$ cat src/rtl/muldiv_seq_pkg.sv
// rtl/muldiv_seq_pkg.sv - shared RV32M encodings and op-class helpers
package muldiv_seq_pkg;

  localparam logic [6:0] OPCODE_OP     = 7'b0110011;
  localparam logic [6:0] FUNCT7_MULDIV = 7'b0000001;

  typedef enum logic [2:0] {
    OP_MUL    = 3'd0,
    OP_MULH   = 3'd1,
    OP_MULHSU = 3'd2,
    OP_MULHU  = 3'd3,
    OP_DIV    = 3'd4,
    OP_DIVU   = 3'd5,
    OP_REM    = 3'd6,
    OP_REMU   = 3'd7
  } mop_e;

  function automatic logic is_div_op(input logic [2:0] f);
    return f[2];
  endfunction

  function automatic logic a_signed(input logic [2:0] f);
    return f inside {OP_MUL, OP_MULH, OP_MULHSU, OP_DIV, OP_REM};
  endfunction

  function automatic logic b_signed(input logic [2:0] f);
    return f inside {OP_MUL, OP_MULH, OP_DIV, OP_REM};
  endfunction

endpackage

$ cat src/rtl/muldiv_seq_if.sv
// rtl/muldiv_seq_if.sv - EXE-side request/response bundle for the M-unit
interface muldiv_seq_if #(
  parameter int XLEN = 32
);
  logic            req_i;
  logic [2:0]      funct3_i;
  logic [XLEN-1:0] rs1_val_i;
  logic [XLEN-1:0] rs2_val_i;
  logic            flush_i;
  logic            stall_o;
  logic            busy_o;
  logic            done_o;
  logic [XLEN-1:0] result_o;

  modport master (
    output req_i, funct3_i, rs1_val_i, rs2_val_i, flush_i,
    input  stall_o, busy_o, done_o, result_o
  );

  modport slave (
    input  req_i, funct3_i, rs1_val_i, rs2_val_i, flush_i,
    output stall_o, busy_o, done_o, result_o
  );
endinterface

$ cat src/rtl/muldiv_iter.sv
// rtl/muldiv_iter.sv - one radix-2 shift-add or restoring shift-subtract step
module muldiv_iter #(
  parameter int XLEN = 32
) (
  input  logic            is_div_i,
  input  logic [XLEN-1:0] hi_i,
  input  logic [XLEN-1:0] lo_i,
  input  logic [XLEN-1:0] opb_i,
  output logic [XLEN-1:0] hi_o,
  output logic [XLEN-1:0] lo_o
);
  logic [XLEN:0] sum;
  logic [XLEN:0] rem_sh;
  logic [XLEN:0] diff;

  // Multiply: hi is the running partial product, lo the multiplier shifting out.
  // Divide: hi is the partial remainder, lo the dividend shifting into quotient.
  always_comb begin
    sum    = {1'b0, hi_i} + (lo_i[0] ? {1'b0, opb_i} : '0);
    rem_sh = {hi_i, lo_i[XLEN-1]};
    diff   = rem_sh - {1'b0, opb_i};
    hi_o   = sum[XLEN:1];
    lo_o   = {sum[0], lo_i[XLEN-1:1]};
    if (is_div_i) begin
      if (!diff[XLEN]) begin
        hi_o = diff[XLEN-1:0];
        lo_o = {lo_i[XLEN-2:0], 1'b1};
      end else begin
        hi_o = rem_sh[XLEN-1:0];
        lo_o = {lo_i[XLEN-2:0], 1'b0};
      end
    end
  end
endmodule

$ cat src/rtl/muldiv_seq.sv
// rtl/muldiv_seq.sv - iterative RV32M multiply/divide unit with pipeline stall
module muldiv_seq
  import muldiv_seq_pkg::*;
#(
  parameter int XLEN = 32,
  parameter int ITER = 32
) (
  input  logic         clk_i,
  input  logic         rst_n_i,
  muldiv_seq_if.slave  bus
);
  localparam int CW = $clog2(ITER) + 1;

  typedef enum logic [1:0] {S_IDLE, S_CALC, S_FINISH} state_e;

  state_e          state_q, state_d;
  logic [CW-1:0]   cnt_q, cnt_d;
  logic [2:0]      op_q, op_d;
  logic [XLEN-1:0] hi_q, hi_d, lo_q, lo_d, opb_q, opb_d;
  logic [XLEN-1:0] result_q, result_d;
  logic            sa_q, sa_d, sb_q, sb_d;

  logic [XLEN-1:0]   hi_n, lo_n;
  logic              a_neg, b_neg, div0, ovf;
  logic [XLEN-1:0]   mag_a, mag_b;
  logic [2*XLEN-1:0] prod, prod_s;
  logic [XLEN-1:0]   quot_s, rem_s, fin_res;

  muldiv_iter #(.XLEN(XLEN)) u_iter (
    .is_div_i (op_q[2]),
    .hi_i     (hi_q),
    .lo_i     (lo_q),
    .opb_i    (opb_q),
    .hi_o     (hi_n),
    .lo_o     (lo_n)
  );

  always_comb begin
    a_neg = a_signed(bus.funct3_i) & bus.rs1_val_i[XLEN-1];
    b_neg = b_signed(bus.funct3_i) & bus.rs2_val_i[XLEN-1];
    mag_a = a_neg ? -bus.rs1_val_i : bus.rs1_val_i;
    mag_b = b_neg ? -bus.rs2_val_i : bus.rs2_val_i;
    div0  = is_div_op(bus.funct3_i) && (bus.rs2_val_i == '0);
    ovf   = (bus.funct3_i == OP_DIV || bus.funct3_i == OP_REM)
            && (bus.rs1_val_i == {1'b1, {(XLEN-1){1'b0}}})
            && (bus.rs2_val_i == '1);
  end

  // Sign correction uses the last step's outputs so the result lands on FINISH entry.
  always_comb begin
    prod    = {hi_n, lo_n};
    prod_s  = (sa_q ^ sb_q) ? -prod : prod;
    quot_s  = (sa_q ^ sb_q) ? -lo_n : lo_n;
    rem_s   = sa_q ? -hi_n : hi_n;
    case (op_q)
      OP_MUL:                       fin_res = prod_s[XLEN-1:0];
      OP_MULH, OP_MULHSU, OP_MULHU: fin_res = prod_s[2*XLEN-1:XLEN];
      OP_DIV, OP_DIVU:              fin_res = quot_s;
      default:                      fin_res = rem_s;
    endcase
  end

  always_comb begin
    state_d  = state_q;
    cnt_d    = cnt_q;
    op_d     = op_q;
    hi_d     = hi_q;
    lo_d     = lo_q;
    opb_d    = opb_q;
    sa_d     = sa_q;
    sb_d     = sb_q;
    result_d = result_q;
    case (state_q)
      S_IDLE: begin
        if (bus.req_i && !bus.flush_i) begin
          op_d  = bus.funct3_i;
          sa_d  = a_neg;
          sb_d  = b_neg;
          cnt_d = '0;
          hi_d  = '0;
          lo_d  = is_div_op(bus.funct3_i) ? mag_a : mag_b;
          opb_d = is_div_op(bus.funct3_i) ? mag_b : mag_a;
          if (div0) begin
            state_d  = S_FINISH;
            result_d = bus.funct3_i[1] ? bus.rs1_val_i : '1;
          end else if (ovf) begin
            state_d  = S_FINISH;
            result_d = bus.funct3_i[1] ? '0 : bus.rs1_val_i;
          end else begin
            state_d = S_CALC;
          end
        end
      end
      S_CALC: begin
        if (bus.flush_i) begin
          state_d = S_IDLE;
        end else begin
          hi_d  = hi_n;
          lo_d  = lo_n;
          cnt_d = cnt_q + 1'b1;
          if (cnt_q == CW'(ITER - 1)) begin
            state_d  = S_FINISH;
            result_d = fin_res;
          end
        end
      end
      default: state_d = S_IDLE;
    endcase
  end

  always_ff @(posedge clk_i or negedge rst_n_i) begin
    if (!rst_n_i) begin
      state_q  <= S_IDLE;
      cnt_q    <= '0;
      op_q     <= '0;
      hi_q     <= '0;
      lo_q     <= '0;
      opb_q    <= '0;
      sa_q     <= 1'b0;
      sb_q     <= 1'b0;
      result_q <= '0;
    end else begin
      state_q  <= state_d;
      cnt_q    <= cnt_d;
      op_q     <= op_d;
      hi_q     <= hi_d;
      lo_q     <= lo_d;
      opb_q    <= opb_d;
      sa_q     <= sa_d;
      sb_q     <= sb_d;
      result_q <= result_d;
    end
  end

  assign bus.busy_o   = (state_q != S_IDLE);
  assign bus.done_o   = (state_q == S_FINISH) && !bus.flush_i;
  assign bus.stall_o  = bus.req_i && !bus.done_o;
  assign bus.result_o = result_q;
endmodule

$ cat src/flat_wrapper.sv
// flat-port wrapper written by rule: the top's interface ports become plain ports
module muldiv_seq_flat import muldiv_seq_pkg::*;
#(
  parameter int XLEN = 32,
  parameter int ITER = 32
)
  (clk_i, rst_n_i, bus_req_i, bus_funct3_i, bus_rs1_val_i, bus_rs2_val_i, bus_flush_i, bus_stall_o, bus_busy_o, bus_done_o, bus_result_o);
  muldiv_seq_if #(.XLEN(XLEN)) bus_i ();
  input  logic clk_i;
  input  logic rst_n_i;
  input wire logic [$bits(bus_i.req_i)-1:0] bus_req_i;
  input wire logic [$bits(bus_i.funct3_i)-1:0] bus_funct3_i;
  input wire logic [$bits(bus_i.rs1_val_i)-1:0] bus_rs1_val_i;
  input wire logic [$bits(bus_i.rs2_val_i)-1:0] bus_rs2_val_i;
  input wire logic [$bits(bus_i.flush_i)-1:0] bus_flush_i;
  output wire logic [$bits(bus_i.stall_o)-1:0] bus_stall_o;
  output wire logic [$bits(bus_i.busy_o)-1:0] bus_busy_o;
  output wire logic [$bits(bus_i.done_o)-1:0] bus_done_o;
  output wire logic [$bits(bus_i.result_o)-1:0] bus_result_o;
  assign bus_i.req_i = bus_req_i;
  assign bus_i.funct3_i = bus_funct3_i;
  assign bus_i.rs1_val_i = bus_rs1_val_i;
  assign bus_i.rs2_val_i = bus_rs2_val_i;
  assign bus_i.flush_i = bus_flush_i;
  assign bus_stall_o = bus_i.stall_o;
  assign bus_busy_o = bus_i.busy_o;
  assign bus_done_o = bus_i.done_o;
  assign bus_result_o = bus_i.result_o;
  muldiv_seq #(.XLEN(XLEN), .ITER(ITER)) u_core (.clk_i(clk_i), .rst_n_i(rst_n_i), .bus(bus_i));
endmodule
$ cat config.mk
export PLATFORM = sky130hd
export DESIGN_NAME = muldiv_seq_flat
export DESIGN_NICKNAME = d
export VERILOG_FILES = /design/src/rtl/muldiv_seq_pkg.sv /design/src/rtl/muldiv_seq_if.sv /design/src/rtl/muldiv_iter.sv /design/src/rtl/muldiv_seq.sv /design/src/flat_wrapper.sv
export SDC_FILE = /design/constraint.sdc
export NUM_CORES = 1
export LEC_CHECK = 0
export CORE_ASPECT_RATIO = 1.1
export CORE_MARGIN = 2
export CORE_UTILIZATION = 50
export CTS_CLUSTER_SIZE = 25
export DETAILED_ROUTE_END_ITERATION = 8
export PLACE_DENSITY = 0.8
export SLEW_MARGIN = 20
export SYNTH_ARGS = -nofsm -noshare
export SYNTH_HDL_FRONTEND = slang
export SYNTH_SLANG_ARGS = --single-unit
$ cat constraint.sdc
create_clock -name clk_i -period 7.4 [get_ports clk_i]
set_clock_uncertainty 0.05 [all_clocks]
set_input_delay 1.11 -clock clk_i [delete_from_list [all_inputs] [get_ports clk_i]]
set_output_delay 1.11 -clock clk_i [all_outputs]
set_load 0.01 [all_outputs]
==> impl_metrics.py, run 1 <==
metrics = {
    "clock_network": {
        "clk_latency_ns": 0.46,
        "clockRootBuffer": "clkbuf_16",
        "cts_stage_hold_buffer_count": 0,
        "post_cts_resize_count": 0,
        "path_clk_slew_ns": 0.07,
        "postCtsSetupRepairBufs": 0,
        "h_tree_levels": 4,
        "tritoncts_num_sinks": 141,
        "cts_buffer_depth": 2,
        "cts_buffers": 17,
        "cts_tree": "yes",
    },
    "worst_setup_path": {
        "worstSetupPathType": "flop to flop",
        "worst_setup_path_start_kind": "flop",
        "critical_path.endpoint_type": "flop",
        "path_max_fanout": 14,
        "crit-reg2reg-capture": "u_core.bus.result_o[10]",
        "worstReg2RegStart": "u_core.lo_q[31]",
        "critical_path_required_ns": 7.65,
        "r2r_setup_slack_ns": 0.73,
        "timing.reg2reg.worst_path_depth": 20,
        "critical_path_arrival_ns": 6.91,
    },
    "floorplanning": {
        "initial_core_util_pct": 50.8,
        "dieArea_sq_um": 33400,
        "coreArea_sq_um": 31400,
        "chipWidth_microns": 174,
        "floorplan.io_pins": 106,
        "std_cell_rows": 68,
        "die_height_microns": 191,
    },
    "timing": {
        "report.final.setup_viol": 0,
        "grt_setup_unrepaired": "no",
        "tightest_slew_ns": 1.10,
        "layout_worst_path_cycle_share_pct": 90.1,
        "hold_slack_final_ns": 0.428,
        "fmax_mhz": 150,
        "maxSlewViolCount": 0,
        "max-slew-margin-rel_pct": 26.3,
        "final_period_minus_worst_setup_slack_ns": 6.67,
        "finalSetupTns_ns": 0,
        "timing_hold_violations_final": 0,
    },
    "layout": {
        "nNetsFinal": 2340,
        "layout-area-overhead-vs-synth_pct": 12.1,
        "final_cell_mix": "a21oi_1, nand2_1, nor2_1",
        "final_layout_size_suffix_gt1_share_pct": 5.52,
        "final_util_pct": 57.0,
        "mostFrequentLayoutCell": "a21oi_1",
        "antennaDiodeCount": 0,
    },
    "global_routing": {
        "grt_max_degree": 82,
        "vias_in_the_first_global_route": 16500,
        "global_route_wire_length_before_repair_mm": 99.0,
        "number_of_antenna_violations_at_the_first_check_in_global_routing": 0,
        "grt-ovfl-total": 0,
        "grt.total_usage_pct": 39.0,
    },
    "power": {
        "total_power_w": 0.00897,
        "p_leak_nw": 7.13,
        "irDropWorstVdd_mv": 0.224,
        "power_density_nw_per_um2": 501,
    },
    "routing": {
        "dr.first_iter.drc_count": 2269,
        "ant_nets": 0,
        "routed_wl_mm": 66.3,
        "via_per_inst": 6.67,
        "drt-pass1-iter-count": 7,
        "drc_violation_count_after_routing": 0,
        "post_drt_wl_per_cell_microns": 25.2,
        "dr_total_vias": 17500,
    },
    "synthesis": {
        "synth-seq-area-share_pct": 22.1,
        "postSynthAreaPerCell_sq_um": 7.37,
        "ys_async_sr_fraction_pct": 100,
        "netlist_instances": 2166,
        "synth-seq-cells": 141,
        "yosys.area.top_type": "dfrtp_1",
        "synth.lib_cells_used.distinct": 94,
        "yosys.area.top_type_share_pct": 22.1,
        "postSynth.topFlopCell": "dfrtp_1",
        "mappedNetlistNets": 2309,
        "warnings_synthesis": 0,
        "synth_enable_flop_cells": 0,
        "netlist_top_cells_area": "dfrtp_1, a21oi_1, o21ai_0",
        "netlist_area_sq_um": 16000,
    },
    "worst_hold_path": {
        "min_delay_path_depth": 2,
        "hold_path_end": "u_core.bus.result_o[12]",
        "hp-start": "u_core.bus.result_o[12]",
        "worst_hold_path_type": "flop to flop",
    },
    "outcome": {
        "run_status": "finished clean",
    },
    "placed_design": {
        "place.detailed.hpwl_mm": 52.1,
        "port_buffers": 105,
        "routabilityCongestion": 1.10,
    },
    "run": {
        "drv_cap": 0,
    },
}
[through the flow]
step	std cells	setup slack [ns]	instance area, sq um
2_1_floorplan	2166	1.90	16000
3_3_place_gp	2598	0.872	17300
3_5_place_dp	2598	1.08	17300
4_1_cts	2630	0.999	17900
5_1_grt	2630	0.510	17900
6_report	2630	0.733	17900
[routing by layer]
metal  share of wire, %  up-vias  track usage, %  routed length [microns]
met3                7.7      228            6.01                     5110
met2                 46      927            64.8                    30600
met4                7.4        0            25.8                     4930
met1                 39     8382            47.1                    25700
met5                  0        -               0                        0
li1                   -     7997               -                        -
[power breakdown]
part           internal, W  total, W  switching, W
registers          0.00107   0.00146      0.000388
clock network     0.000475  0.000889      0.000414
logic              0.00238   0.00662       0.00424
[cell type report]
class / count / area, sq um
flip-flops and latches: 141 / 3530
clock inverters: 15 / 154
multi-input cells: 1831 / 11700
well taps: 420 / 526
repair buffers: 139 / 1300
fillers: 2961 / 13500
inverters: 67 / 251
clock buffers: 17 / 425
[synthesized netlist by cell type, types with 26 or more instances]
master / number
nand4_1: 28
nand3_1: 30
a21oi_1: 256
and2_1: 53
inv_1: 66
nor2_1: 207
mux2i_1: 53
clkbuf_1: 98
a211oi_1: 26
o31ai_1: 33
ha_1: 70
xnor2_1: 105
xor2_1: 83
a31oi_1: 32
o211ai_1: 31
o21ai_0: 185
dfrtp_1: 141
nor3_1: 48
nand2_1: 239
[registers in the layout (all words and copies together) (netlist names)]
signal and count:
u_core.cnt_q 6, u_core.sb_q 1, u_core.bus.result_o 32, u_core.sa_q 1
u_core.opb_q 32, u_core.state_q 2, u_core.hi_q 32, u_core.lo_q 32
u_core.op_q 3
[kinds of logic after synthesis]
logic type                 synth area share, %
AOI/OAI and AO/OA                         30.6
and+or+nand+nor                           21.8
xor gates and xnor gates                  10.3
muxes                                     4.24
DFF                                       22.1
buffers and inverters                     4.88
adders and majority gates                 6.12
[critical path, cell delays in order (launching register included)]
cell and delay (ns):
dfrtp_1 0.48, inv_1 0.09, ha_1 0.16, inv_1 0.05
fa_1 0.42, a211oi_1 0.42, o211ai_1 0.24, and4_1 0.25
o21ai_1 0.53, a2111oi_2 0.23, nor2_1 0.47, ha_1 0.41
nand3_1 0.18, nor3_1 0.23, buf_4 0.19, nand2_1 0.37
o31ai_1 0.42, xor2_1 0.19, nor2_1 0.07, a2111oi_1 0.96
o31ai_1 0.10
[how the worst max path moves through the flow]
stage                                    endpoint  slack (ns)  cells after the start       startpoint
final                     u_core.bus.result_o[10]        0.73                     20  u_core.lo_q[31]
after floorplan           u_core.bus.result_o[24]        1.90                     25  u_core.lo_q[31]
after detailed placement  u_core.bus.result_o[10]        1.08                     20  u_core.lo_q[31]
after global placement    u_core.bus.result_o[10]        0.87                     20  u_core.lo_q[31]
after CTS                 u_core.bus.result_o[10]         1.0                     20  u_core.lo_q[31]
after global routing      u_core.bus.result_o[10]        0.51                     20  u_core.lo_q[31]
No activity file was read; power rests on OpenSTA's default activity.
==> inputs of run 2 (changes only) <==
Settings changed: ABC_AREA set to 1.
==> run 2 against run 1 <==
  * First-iteration DRC count increased by 25%
  * Worst setup slack better by 1.3 ns
  * Sequential share of layout area fell by 2.1 points
  * Routed wire length rose by 25%
  * Flip-flop and latch count unchanged
  * Maximum frequency is 24% higher
  * Highest routed layer unchanged
==> impl_metrics.py, run 2 <==
metrics = {
    "outcome": {
        "run_status": "finished clean",
    },
    "synthesis": {
        "synth-seq-area-share_pct": 19.6,
        "synth.lib_cells_used.distinct": 57,
        "top_cells_by_count_synth": "nand2_1, inv_1, nor2_1, nand3_1, o21ai_0",
        "netlist_instances": 3150,
        "netlist_area_sq_um": 18000,
        "yosys.area.top_type": "nand2_1",
        "warnings_synthesis": 0,
        "postSynthAreaPerCell_sq_um": 5.71,
        "ys_async_sr_fraction_pct": 100,
        "mappedNetlistNets": 3293,
        "synth_enable_flop_cells": 0,
        "post-synth-top-count-cell": "nand2_1",
        "postSynth.topFlopCell": "dfrtp_1",
        "yosys.area.top_type_share_pct": 20.3,
        "synth-seq-cells": 141,
        "netlist_top_cells_area": "nand2_1, dfrtp_1, inv_1",
    },
    "worst_hold_path": {
        "worst_hold_path_type": "flop to flop",
        "hp-start": "u_core.bus.result_o[23]",
    },
    "placed_design": {
        "place.detailed.hpwl_mm": 66.4,
        "port_buffers": 105,
        "routabilityCongestion": 1.07,
        "dp_slack_ns": 2.24,
        "placement.cell_area_sq_um": 19400,
    },
    "floorplanning": {
        "chipWidth_microns": 185,
        "coreArea_sq_um": 35300,
        "floorplan.io_pins": 106,
        "std_cell_rows": 72,
        "initial_core_util_pct": 51.0,
        "die_height_microns": 203,
        "dieArea_sq_um": 37500,
    },
    "worst_setup_path": {
        "slowest_stage": "dfrtp_1",
        "critical_path.endpoint_type": "flop",
        "cpPeakStageDelay_ns": 0.47,
        "r2r_setup_slack_ns": 2.04,
        "worst_setup_path_start_kind": "flop",
        "worstSetupPathType": "flop to flop",
        "critical_path.most_common_cell": "nand2_1",
        "worstReg2RegStart": "u_core.opb_q[0]",
        "cp-startpoint": "u_core.opb_q[0]",
        "critPathBufInv": 2,
        "cell_class_contributing_the_biggest_share_of_worst_path_delay": "simple AND/OR/NAND/NOR gates",
        "critical_path_required_ns": 7.67,
        "path_max_fanout": 35,
        "critical_path_arrival_ns": 5.63,
    },
    "clock_network": {
        "tritoncts_num_sinks": 141,
        "postCtsSetupRepairBufs": 0,
        "path_clk_slew_ns": 0.07,
        "clockRootBuffer": "clkbuf_16",
        "cts_buffer_depth": 2,
        "cts_tree": "yes",
        "h_tree_levels": 4,
        "cts_buffers": 17,
        "clk_latency_ns": 0.45,
        "post_cts_resize_count": 0,
        "cts_stage_hold_buffer_count": 0,
    },
    "timing": {
        "hold_slack_final_ns": 0.446,
        "final_period_minus_worst_setup_slack_ns": 5.36,
        "tightest_slew_ns": 1.21,
        "report.final.setup_viol": 0,
        "timing_hold_violations_final": 0,
        "max-slew-margin-rel_pct": 18.7,
        "layout_setup_ws_ns": 2.04,
        "finalSetupTns_ns": 0,
        "layout_worst_path_cycle_share_pct": 72.5,
        "fmax_mhz": 186,
        "maxSlewViolCount": 0,
        "grt_setup_unrepaired": "no",
    },
    "global_routing": {
        "grt_max_degree": 93,
        "grt-ovfl-total": 0,
        "global_route_wire_length_before_repair_mm": 123,
        "vias_in_the_first_global_route": 20900,
        "grt.total_usage_pct": 44.2,
        "number_of_antenna_violations_at_the_first_check_in_global_routing": 0,
    },
    "layout": {
        "layout-area-overhead-vs-synth_pct": 11.5,
        "final.fill_count": 3644,
        "final_layout_size_suffix_gt1_share_pct": 5.64,
        "antennaDiodeCount": 0,
        "final_cell_mix": "nand2_1, inv_1, nor2_1",
        "nNetsFinal": 3342,
        "finish.instance_area_sq_um": 20100,
        "mostFrequentLayoutCell": "nand2_1",
    },
    "routing": {
        "via_per_inst": 6.03,
        "dr_total_vias": 22300,
        "ant_nets": 0,
        "routed_wl_mm": 82.9,
        "drt-pass1-iter-count": 7,
        "drc_violation_count_after_routing": 0,
        "post_drt_wl_per_cell_microns": 22.4,
        "dr.first_iter.drc_count": 2840,
    },
    "run": {
        "drv_cap": 0,
    },
}
run 2: final timing paths:
path                                                end  cells past startpoint
worst max-delay path             u_core.bus.result_o[2]                     30
worst max register to register   u_core.bus.result_o[2]                     30
worst min register to register  u_core.bus.result_o[23]                      2
min in group asynchronous       u_core.bus.result_o[24]                      1
max in group asynchronous                u_core.op_q[2]                      2
worst min-delay path            u_core.bus.result_o[23]                      2
run 2: cell families (layout without fill, tap and decap cells):
group           count (synthesis)  in the layout  synth area share (%)
compound gates                519            519                  16.5
fa+ha+maj                      72             72                  5.09
flops                         141            141                  19.6
xor+xnor                      101            101                  4.91
simple gates                 1788           1788                  42.4
buf+inv                       529            591                  11.5
run 2: per-layer routing:
metal / GRT usage [%] / up-vias / part of all wire [%]
li1: - / 10200 / -
met1: 53.2 / 10200 / 37
met2: 67.5 / 1509 / 42
met3: 10.0 / 359 / 11
met4: 35.7 / 0 / 9.9
met5: 0 / - / 0
run 2: area by class of cell:
| cell class | instances | area (sq um) | share of cell area [%] |
|---|---|---|---|
| Clock buffer | 20 | 437 | 2.18 |
| Clock inverter | 12 | 210 | 1.05 |
| Inverter | 421 | 1580 | 7.87 |
| Multi-Input combinational cell | 2480 | 12400 | 61.8 |
| Sequential cell | 141 | 3530 | 17.6 |
| Tap cell | 481 | 602 | 3.00 |
| Timing Repair Buffer | 138 | 1300 | 6.50 |
run 2: worst reg2reg max path: cells and delay by family, from the launching register on:
kind                       cells  cell delay, ns
AOI/OAI and AO/OA              5            1.11
adders and majority gates      3            0.83
buffers and inverters          2            0.15
DFF                            1            0.47
and+or+nand+nor               20            2.62
run 2: through the flow:
step                      instances  utilization (%)
after floorplan                3150                -
after global placement         3661             55.0
final                          3693             56.8
after detailed placement       3661             55.0
after CTS                      3693             56.8
after global routing           3693             56.8
Power of run 2 is left out: the tool's default activity adds up to more than one toggle a clock period on the data nets, which glitch-free logic cannot reach.
